==> src/rtl/dm_pkg.sv <==
// Debug-module DMI types shared with the RISC-V debug module.
package dm;

  // DMI operation encoding
  typedef enum logic [1:0] {
    DTM_NOP   = 2'h0,
    DTM_READ  = 2'h1,
    DTM_WRITE = 2'h2
  } dtm_op_e;

  // DMI request: {addr, op, data}
  typedef struct packed {
    logic [6:0]  addr;
    dtm_op_e     op;
    logic [31:0] data;
  } dmi_req_t;

  // DMI response: {data, resp}
  typedef struct packed {
    logic [31:0] data;
    logic [1:0]  resp;
  } dmi_resp_t;

endpackage

==> src/rtl/safety_island_pkg.sv <==
// Constants and types for the Safety Island DMI preload engine.
package safety_island_pkg;

  // Debug-module register addresses used for System Bus Access
  localparam logic [6:0] DMI_SBCS       = 7'h38;
  localparam logic [6:0] DMI_SBADDRESS0 = 7'h39;
  localparam logic [6:0] DMI_SBDATA0    = 7'h3C;

  // sbcs: 32-bit access, autoincrement, clear sbbusyerror and sberror
  localparam logic [31:0] SBCS_CFG = 32'h0045_7000;

  // sbcs field positions inspected while polling
  localparam int unsigned SBCS_SBBUSYERROR_BIT = 22;
  localparam int unsigned SBCS_SBBUSY_BIT      = 21;
  localparam int unsigned SBCS_SBERROR_MSB     = 14;
  localparam int unsigned SBCS_SBERROR_LSB     = 12;

  typedef enum logic [2:0] {
    ERR_NONE         = 3'd0,
    ERR_DMI_RESP     = 3'd1,
    ERR_SBERROR      = 3'd2,
    ERR_SBBUSYERROR  = 3'd3,
    ERR_POLL_TIMEOUT = 3'd4
  } err_code_e;

  typedef enum logic [3:0] {
    ST_IDLE,
    ST_CFG_REQ,
    ST_CFG_RSP,
    ST_ADDR_REQ,
    ST_ADDR_RSP,
    ST_DATA_WAIT,
    ST_DATA_REQ,
    ST_DATA_RSP,
    ST_POLL_REQ,
    ST_POLL_RSP,
    ST_FIN
  } loader_state_e;

  // States in which a DMI request is being offered
  function automatic logic is_req_state(input loader_state_e s);
    return (s == ST_CFG_REQ) || (s == ST_ADDR_REQ) ||
           (s == ST_DATA_REQ) || (s == ST_POLL_REQ);
  endfunction

  // States in which a DMI response is being awaited
  function automatic logic is_rsp_state(input loader_state_e s);
    return (s == ST_CFG_RSP) || (s == ST_ADDR_RSP) ||
           (s == ST_DATA_RSP) || (s == ST_POLL_RSP);
  endfunction

endpackage

==> src/rtl/safety_island_dmi_loader.sv <==
// Preload engine: streams 32-bit words into memory via DMI System Bus Access.
module safety_island_dmi_loader
  import safety_island_pkg::*;
#(
  parameter int unsigned MaxPoll = 1024
) (
  input  logic           clk_i,
  input  logic           rst_i,
  input  logic           start_i,
  input  logic [31:0]    base_addr_i,
  input  logic           data_valid_i,
  output logic           data_ready_o,
  input  logic [31:0]    data_i,
  input  logic           data_last_i,
  output logic           dmi_req_valid_o,
  input  logic           dmi_req_ready_i,
  output dm::dmi_req_t   dmi_req_o,
  input  logic           dmi_resp_valid_i,
  output logic           dmi_resp_ready_o,
  input  dm::dmi_resp_t  dmi_resp_i,
  output logic           busy_o,
  output logic           done_o,
  output logic           error_o,
  output logic [2:0]     err_code_o,
  output logic [31:0]    words_o
);

  loader_state_e state_q, state_d;
  err_code_e     err_q, fin_code;
  logic [31:0]   base_q;
  logic [31:0]   words_q;
  logic [31:0]   poll_cnt_q;
  logic          last_q;
  logic          req_valid_q;
  dm::dmi_req_t  req_q, req_d;

  logic start_fire, data_fire, resp_fire, resp_err, sb_busy, sb_busyerror, sb_error;
  logic unused_resp_bits;

  assign start_fire   = (state_q == ST_IDLE) && start_i;
  assign data_fire    = (state_q == ST_DATA_WAIT) && data_valid_i;
  assign resp_fire    = dmi_resp_ready_o && dmi_resp_valid_i;
  assign resp_err     = (dmi_resp_i.resp != 2'd0);
  assign sb_busy      = dmi_resp_i.data[SBCS_SBBUSY_BIT];
  assign sb_busyerror = dmi_resp_i.data[SBCS_SBBUSYERROR_BIT];
  assign sb_error     = (dmi_resp_i.data[SBCS_SBERROR_MSB:SBCS_SBERROR_LSB] != 3'd0);

  // sbcs bits that the poll does not inspect
  assign unused_resp_bits = ^{dmi_resp_i.data[31:23], dmi_resp_i.data[20:15],
                              dmi_resp_i.data[11:0]};

  // State register and datapath registers
  always_ff @(posedge clk_i) begin
    // NOTE: every register is reset here, datapath included, because all of
    // them are visible on outputs and must read 0 straight out of reset.
    if (rst_i) begin
      state_q     <= ST_IDLE;
      err_q       <= ERR_NONE;
      base_q      <= '0;
      words_q     <= '0;
      poll_cnt_q  <= '0;
      last_q      <= 1'b0;
      req_valid_q <= 1'b0;
      req_q       <= '0;
    end else begin
      // NOTE: non-blocking assignments so every register samples the values
      // from before this edge, independent of statement order.
      state_q     <= state_d;
      req_valid_q <= is_req_state(state_d);
      req_q       <= req_d;
      if (start_fire) begin
        base_q     <= base_addr_i;
        words_q    <= '0;
        poll_cnt_q <= '0;
        err_q      <= ERR_NONE;
      end
      if (data_fire) begin
        last_q <= data_last_i;
      end
      if ((state_q == ST_DATA_RSP) && resp_fire && !resp_err) begin
        words_q <= words_q + 32'd1;
      end
      if ((state_q == ST_POLL_RSP) && resp_fire) begin
        poll_cnt_q <= poll_cnt_q + 32'd1;
      end
      if ((state_d == ST_FIN) && (state_q != ST_FIN)) begin
        err_q <= fin_code;
      end
    end
  end

  // Next-state logic and the completion code committed on entry to FIN
  always_comb begin
    // NOTE: defaults first so no path through the case leaves a variable
    // unassigned, which would otherwise infer a latch.
    state_d  = state_q;
    fin_code = ERR_NONE;
    case (state_q)
      ST_IDLE:      if (start_i)         state_d = ST_CFG_REQ;
      ST_CFG_REQ:   if (dmi_req_ready_i) state_d = ST_CFG_RSP;
      ST_CFG_RSP: begin
        if (resp_fire) begin
          if (resp_err) begin
            state_d  = ST_FIN;
            fin_code = ERR_DMI_RESP;
          end else begin
            state_d = ST_ADDR_REQ;
          end
        end
      end
      ST_ADDR_REQ:  if (dmi_req_ready_i) state_d = ST_ADDR_RSP;
      ST_ADDR_RSP: begin
        if (resp_fire) begin
          if (resp_err) begin
            state_d  = ST_FIN;
            fin_code = ERR_DMI_RESP;
          end else begin
            state_d = ST_DATA_WAIT;
          end
        end
      end
      ST_DATA_WAIT: if (data_valid_i)    state_d = ST_DATA_REQ;
      ST_DATA_REQ:  if (dmi_req_ready_i) state_d = ST_DATA_RSP;
      ST_DATA_RSP: begin
        if (resp_fire) begin
          if (resp_err) begin
            state_d  = ST_FIN;
            fin_code = ERR_DMI_RESP;
          end else if (last_q) begin
            state_d = ST_POLL_REQ;
          end else begin
            state_d = ST_DATA_WAIT;
          end
        end
      end
      ST_POLL_REQ:  if (dmi_req_ready_i) state_d = ST_POLL_RSP;
      ST_POLL_RSP: begin
        if (resp_fire) begin
          state_d = ST_FIN;
          if (resp_err) begin
            fin_code = ERR_DMI_RESP;
          end else if (sb_busyerror) begin
            fin_code = ERR_SBBUSYERROR;
          end else if (sb_error) begin
            fin_code = ERR_SBERROR;
          end else if (sb_busy) begin
            // This read is number poll_cnt_q + 1
            if ((poll_cnt_q + 32'd1) >= 32'(MaxPoll)) begin
              fin_code = ERR_POLL_TIMEOUT;
            end else begin
              state_d = ST_POLL_REQ;
            end
          end
        end
      end
      ST_FIN:       state_d = ST_IDLE;
      default:      state_d = ST_IDLE;
    endcase
  end

  // DMI request payload for the state being entered; held while it waits for ready
  always_comb begin
    req_d = '0;
    case (state_d)
      ST_CFG_REQ: begin
        req_d.addr = DMI_SBCS;
        req_d.op   = dm::DTM_WRITE;
        req_d.data = SBCS_CFG;
      end
      ST_ADDR_REQ: begin
        req_d.addr = DMI_SBADDRESS0;
        req_d.op   = dm::DTM_WRITE;
        req_d.data = base_q;
      end
      ST_DATA_REQ: begin
        req_d.addr = DMI_SBDATA0;
        req_d.op   = dm::DTM_WRITE;
        req_d.data = (state_q == ST_DATA_WAIT) ? data_i : req_q.data;
      end
      ST_POLL_REQ: begin
        req_d.addr = DMI_SBCS;
        req_d.op   = dm::DTM_READ;
        req_d.data = '0;
      end
      default: req_d = '0;
    endcase
  end

  // Outputs decoded from the current state and registers
  always_comb begin
    data_ready_o     = (state_q == ST_DATA_WAIT);
    dmi_resp_ready_o = is_rsp_state(state_q);
    busy_o           = (state_q != ST_IDLE) && (state_q != ST_FIN);
    done_o           = (state_q == ST_FIN);
    error_o          = (err_q != ERR_NONE);
    err_code_o       = err_q;
    words_o          = words_q;
    dmi_req_valid_o  = req_valid_q;
    dmi_req_o        = req_q;
  end

endmodule

==> config.mk <==
export PLATFORM = sky130hd
export DESIGN_NAME = safety_island_dmi_loader
export DESIGN_NICKNAME = d
export VERILOG_FILES = /design/src/rtl/dm_pkg.sv /design/src/rtl/safety_island_pkg.sv /design/src/rtl/safety_island_dmi_loader.sv
export SDC_FILE = /design/constraint.sdc
export NUM_CORES = 1
export LEC_CHECK = 0
export ABC_AREA = 1
export BUFFER_PORTS_ARGS = -buffer_cell sky130_fd_sc_hd__buf_2
export CORE_ASPECT_RATIO = 0.6
export CORE_MARGIN = 1.5
export CORE_UTILIZATION = 54
export DETAILED_ROUTE_END_ITERATION = 6
export GPL_TIMING_DRIVEN = 0
export MAX_ROUTING_LAYER = met4
export PLACE_DENSITY_LB_ADDON = 0.2
export SYNTH_ARGS = -nofsm -noshare
export SYNTH_HDL_FRONTEND = slang
export SYNTH_SLANG_ARGS = --single-unit
==> constraint.sdc <==
create_clock -name clk_i -period 2.54 [get_ports clk_i]
set_input_delay 0.381 -clock clk_i [delete_from_list [all_inputs] [get_ports clk_i]]
set_output_delay 0.381 -clock clk_i [all_outputs]
set_load 0.005 [all_outputs]
==> implementation parameters <==
Parameter                              Value

Global route
  Grt total ovfl ... 0
  Pin count of the biggest net entering global routing ... 17
  Initial antenna violation count ... 0
  Total Routing Usage GR ... 34.1%
  Via count of the first global-routing pass ... 7309
  Global-route wire length before repair ... 37100 um

STA
  Final setup violating endpoints ... 34
  Top achievable clock speed ... 372 MHz
  Worst Skew ... approximately 0.019 ns
  Number of hold violations in the final report ... 0
  Max_slew headroom ... between 40% and 50%
  Fin crit share ... 106%
  Final-report max-slew violation count ... 0
  Time the final worst path needs with I/O delays and setup ... between 2 and 3 ns
  Worst Tran Pin Value ... 0.808 ns
  RSZ-0062 raised after global routing ... true
  Final setup margin ... -0.145 ns

Synthesis
  Number of warning messages in the yosys log ... 0
  Count of unique library cells instantiated by Yosys ... 47
  Share of the yosys chip area belonging to registers ... roughly two fifths
  Mapped Cells ... ~1100
  Synthesized area ... roughly 0.0073 mm^2
  Most common library cells after synthesis ... nand2_1, dfxtp_1, a21oi_1, nor2_1, nand3_1
  Main synth FF type ... dfxtp_1
  Flops & latches, synth ... 142
  Synthesized area divided by synthesized cell count ... 6.64 um^2
  Proportion of synthesized flip-flops having asynchronous set or reset ... 0%
  Most used standard cell by instance count after synthesis ... nand2_1
  Area share of the leading cell type in the synthesized netlist ... approximately two fifths
  Number of synthesized flops with an enable pin ... 0
  Top post-synthesis cells by area ... dfxtp_1, nand2_1, a21oi_1, nand3_1, nor2_1
  Largest area contributor in the netlist ... dfxtp_1

Run status
  Result of the run ... finished with violations
  Failing checks ... DRC, setup timing

Clock tree
  Root buffer cell ... clkbuf_16
  Clock buffer depth ... 2
  Hold buffer count at cts ... 0
  Skew-Pair Late Insertion Delay ... 0.43 ns
  Number of sinks driven by the clock tree ... roughly 140
  CTS HTree Levels ... 4
  CTS buffer count ... 17
  Clock-pin slew reported for the worst setup and hold paths after clock tree synthesis ... 0.07 ns
  Clock tree from TritonCTS ... built

Final layout
  Antenna diode count ... 0
  Net count, final ... 1435
  Ratio of cells with drive above 1 in the final layout ... about a third
  Fillcell total ... approximately 1000
  Final non-filler cell area ... 0.00991 mm^2
  Area growth, synth to finish ... 36.0%

Drt
  Number of nets still failing antenna checks after routing ... 0
  WL per Instance ... roughly 16 um
  Post-DR vias/cell ... 5.59
  DRC viols ... 10
  Total number of vias ... around 8500
  First-iteration detailed-routing DRC count ... roughly 800
  Aggregate routed wire length ... around 25000 um
  First-pass detailed-route iteration total ... 7

Floorplan
  Die Wd ... approximately 150 um
  Die Y ... 93.0 um
  Number of primary I/O pins ... 187
  Initial Util ... 56.0%
  Total core area ... 0.0130 mm^2
  Die outline area ... around 0.014 mm^2
  Std cell rows ... 32

Setup path
  CP max stage cell ... dfxtp_4
  Data required time of the worst path ... 2.81 ns
  Startpoint-to-endpoint class of the critical path ... reg -> reg
  Worst path bufs/invs ... 3
  Cells along the critical path ... nand2_2, nor2_4, buf_4, nand2_4, nor2_4, nand3_1, nand2_1, nand2_1, nor2_1, nand2_1, nor2_4, nand3_2, nand2_2, nand2_4, nand3_4, clkinv_8, buf_8, nand2_2, a21oi_2
  Gate family responsible for the most delay along the worst path ... simple AND/OR/NAND/NOR gates
  Worst stage delay on the critical path ... 0.38 ns
  Worst setup SP type ... flop
  Endpoint arrival time on the critical path ... 2.95 ns
  Crit Path Max Fanout ... 7
  CP endpoint kind ... flop

Power and ir drop
  Sw frac ... approximately 28%
  Worst IR Drop VDD ... 0.000435 V
  Clock share of power ... 45.1%
  Overall power consumption ... 5.64 mW
  Reported net switching power ... 1.60 mW
  Flop pwr share ... 41.9%
  Internal power ... ~4.0 mW
  Part of the total power dissipated in combinational logic ... about an eighth
  Leak ... 4.37 nW
  Power per Cell Area ... 569 mW/mm^2

Place
  Instance area at placement ... 0.00829 mm^2
  Port Buffer Count ... 157
  Placed wire-length estimate ... about 17000 um
  Global placement routability congestion ... 0.996

Run
  Max-cap violations ... 0

Min path
  HP Class ... in -> reg
==> cells by family after synthesis <==
| logic type | Yosys count | synth area share (%) |
|---|---|---|
| AO/OA/AOI/OAI | 173 | 14.2 |
| XOR/XNOR | 3 | 0.361 |
| adder cells (fa/ha/maj) | 2 | 0.343 |
| buffers and inverters | 126 | 7.20 |
| flip-flops | 142 | 39.0 |
| other | 1 | 0.0515 |
| AND/OR/NAND/NOR | 650 | 38.9 |
==> power groups by stage <==
stage,clock (mW),combinational (mW),sequential (mW)
finish,2.55,0.731,2.37
global route,2.66,0.789,2.37
CTS,2.55,0.673,2.36
detailed placement,0,0.654,2.41
global placement,0,0.647,2.41
floorplan,0,0.392,2.40
==> per-layer routing <==
metal | vias up | part of all wire [%] | global-route usage, %
met2 | 470 | 41 | 47.4
li1 | 4043 | - | -
met3 | 46 | 11 | 8.85
met1 | 3892 | 46 | 49.3
met5 | - | 0 | -
met4 | 0 | 1.7 | 7.11
==> worst min-delay path, delay by kind of cell <==
kind | cells | cell delay, ns
simple gates | 1 | 0.05
compound gates | 1 | 0.05
buf+inv | 1 | 0.09
==> final timing paths <==
path,start,endpoint,slack [ns],cells after the start
setup / recovery,poll_cnt_q[5]$_SDFFE_PP0P_,dmi_req_o[14]$_SDFFE_PP0P_,-0.14,19
hold / removal,base_addr_i[5],base_q[5]$_SDFFE_PP0P_,0.20,3
setup reg to reg,poll_cnt_q[5]$_SDFFE_PP0P_,dmi_req_o[14]$_SDFFE_PP0P_,-0.14,19
hold reg to reg,dmi_req_o[9]$_SDFFE_PP0P_,dmi_req_o[9]$_SDFFE_PP0P_,0.47,2
==> cell type report <==
class	instances	area [um^2]	share of cell area (%)
sequential	142	2890	29.1
buffer	46	264	2.66
clock buffer	19	443	4.47
tap	170	213	2.15
multi-input combinational	830	4370	44.1
inverter	79	319	3.22
clock inverter	13	153	1.54
timing repair buffer	212	1260	12.7
==> per-stage QoR <==
step / setup TNS (ns) / setup slack, ns / std cells / util (%) / hold slack, ns
after CTS: -0.0286 / -0.0186 / 1479 / 70.6 / 0.196
after floorplan: 0 / 0.250 / 1098 / - / 0.439
after global placement: -11.76 / -0.369 / 1425 / 63.7 / 0.452
after detailed placement: -13.71 / -0.423 / 1425 / 63.7 / 0.453
after global routing: -8.02 / -0.257 / 1511 / 76.2 / 0.201
final: -3.79 / -0.145 / 1511 / 76.2 / 0.198
==> sequential cells by signal (all words and copies together), names as in the netlist <==
name             count
base_q              32
words_o             32
err_code_o           3
dmi_req_valid_o      1
dmi_req_o           37
poll_cnt_q          32
state_q              4
last_q               1
==> placed cells by master (no fill, tap or decap), drive strengths merged, types with 4 or more instances in the layout <==
| master | instances |
|---|---|
| nand4 | 14 |
| nand2 | 425 |
| a221oi | 7 |
| buf | 228 |
| a22oi | 8 |
| nand3b | 9 |
| a211oi | 8 |
| o21ai | 19 |
| nand3 | 78 |
| or2 | 4 |
| inv | 82 |
| dfxtp | 142 |
| clkinvlp | 5 |
| nor2 | 96 |
| clkbuf | 49 |
| nor3b | 5 |
| a21oi | 120 |
| nor3 | 13 |
==> repair_timing <==
item	4_1_cts	5_1_grt
resized for setup	51	137
setup endpoints to repair	42	78
buffers inserted	22	30
pin swaps	17	44
cloned	0	3
(Power assumes the default switching activity.)
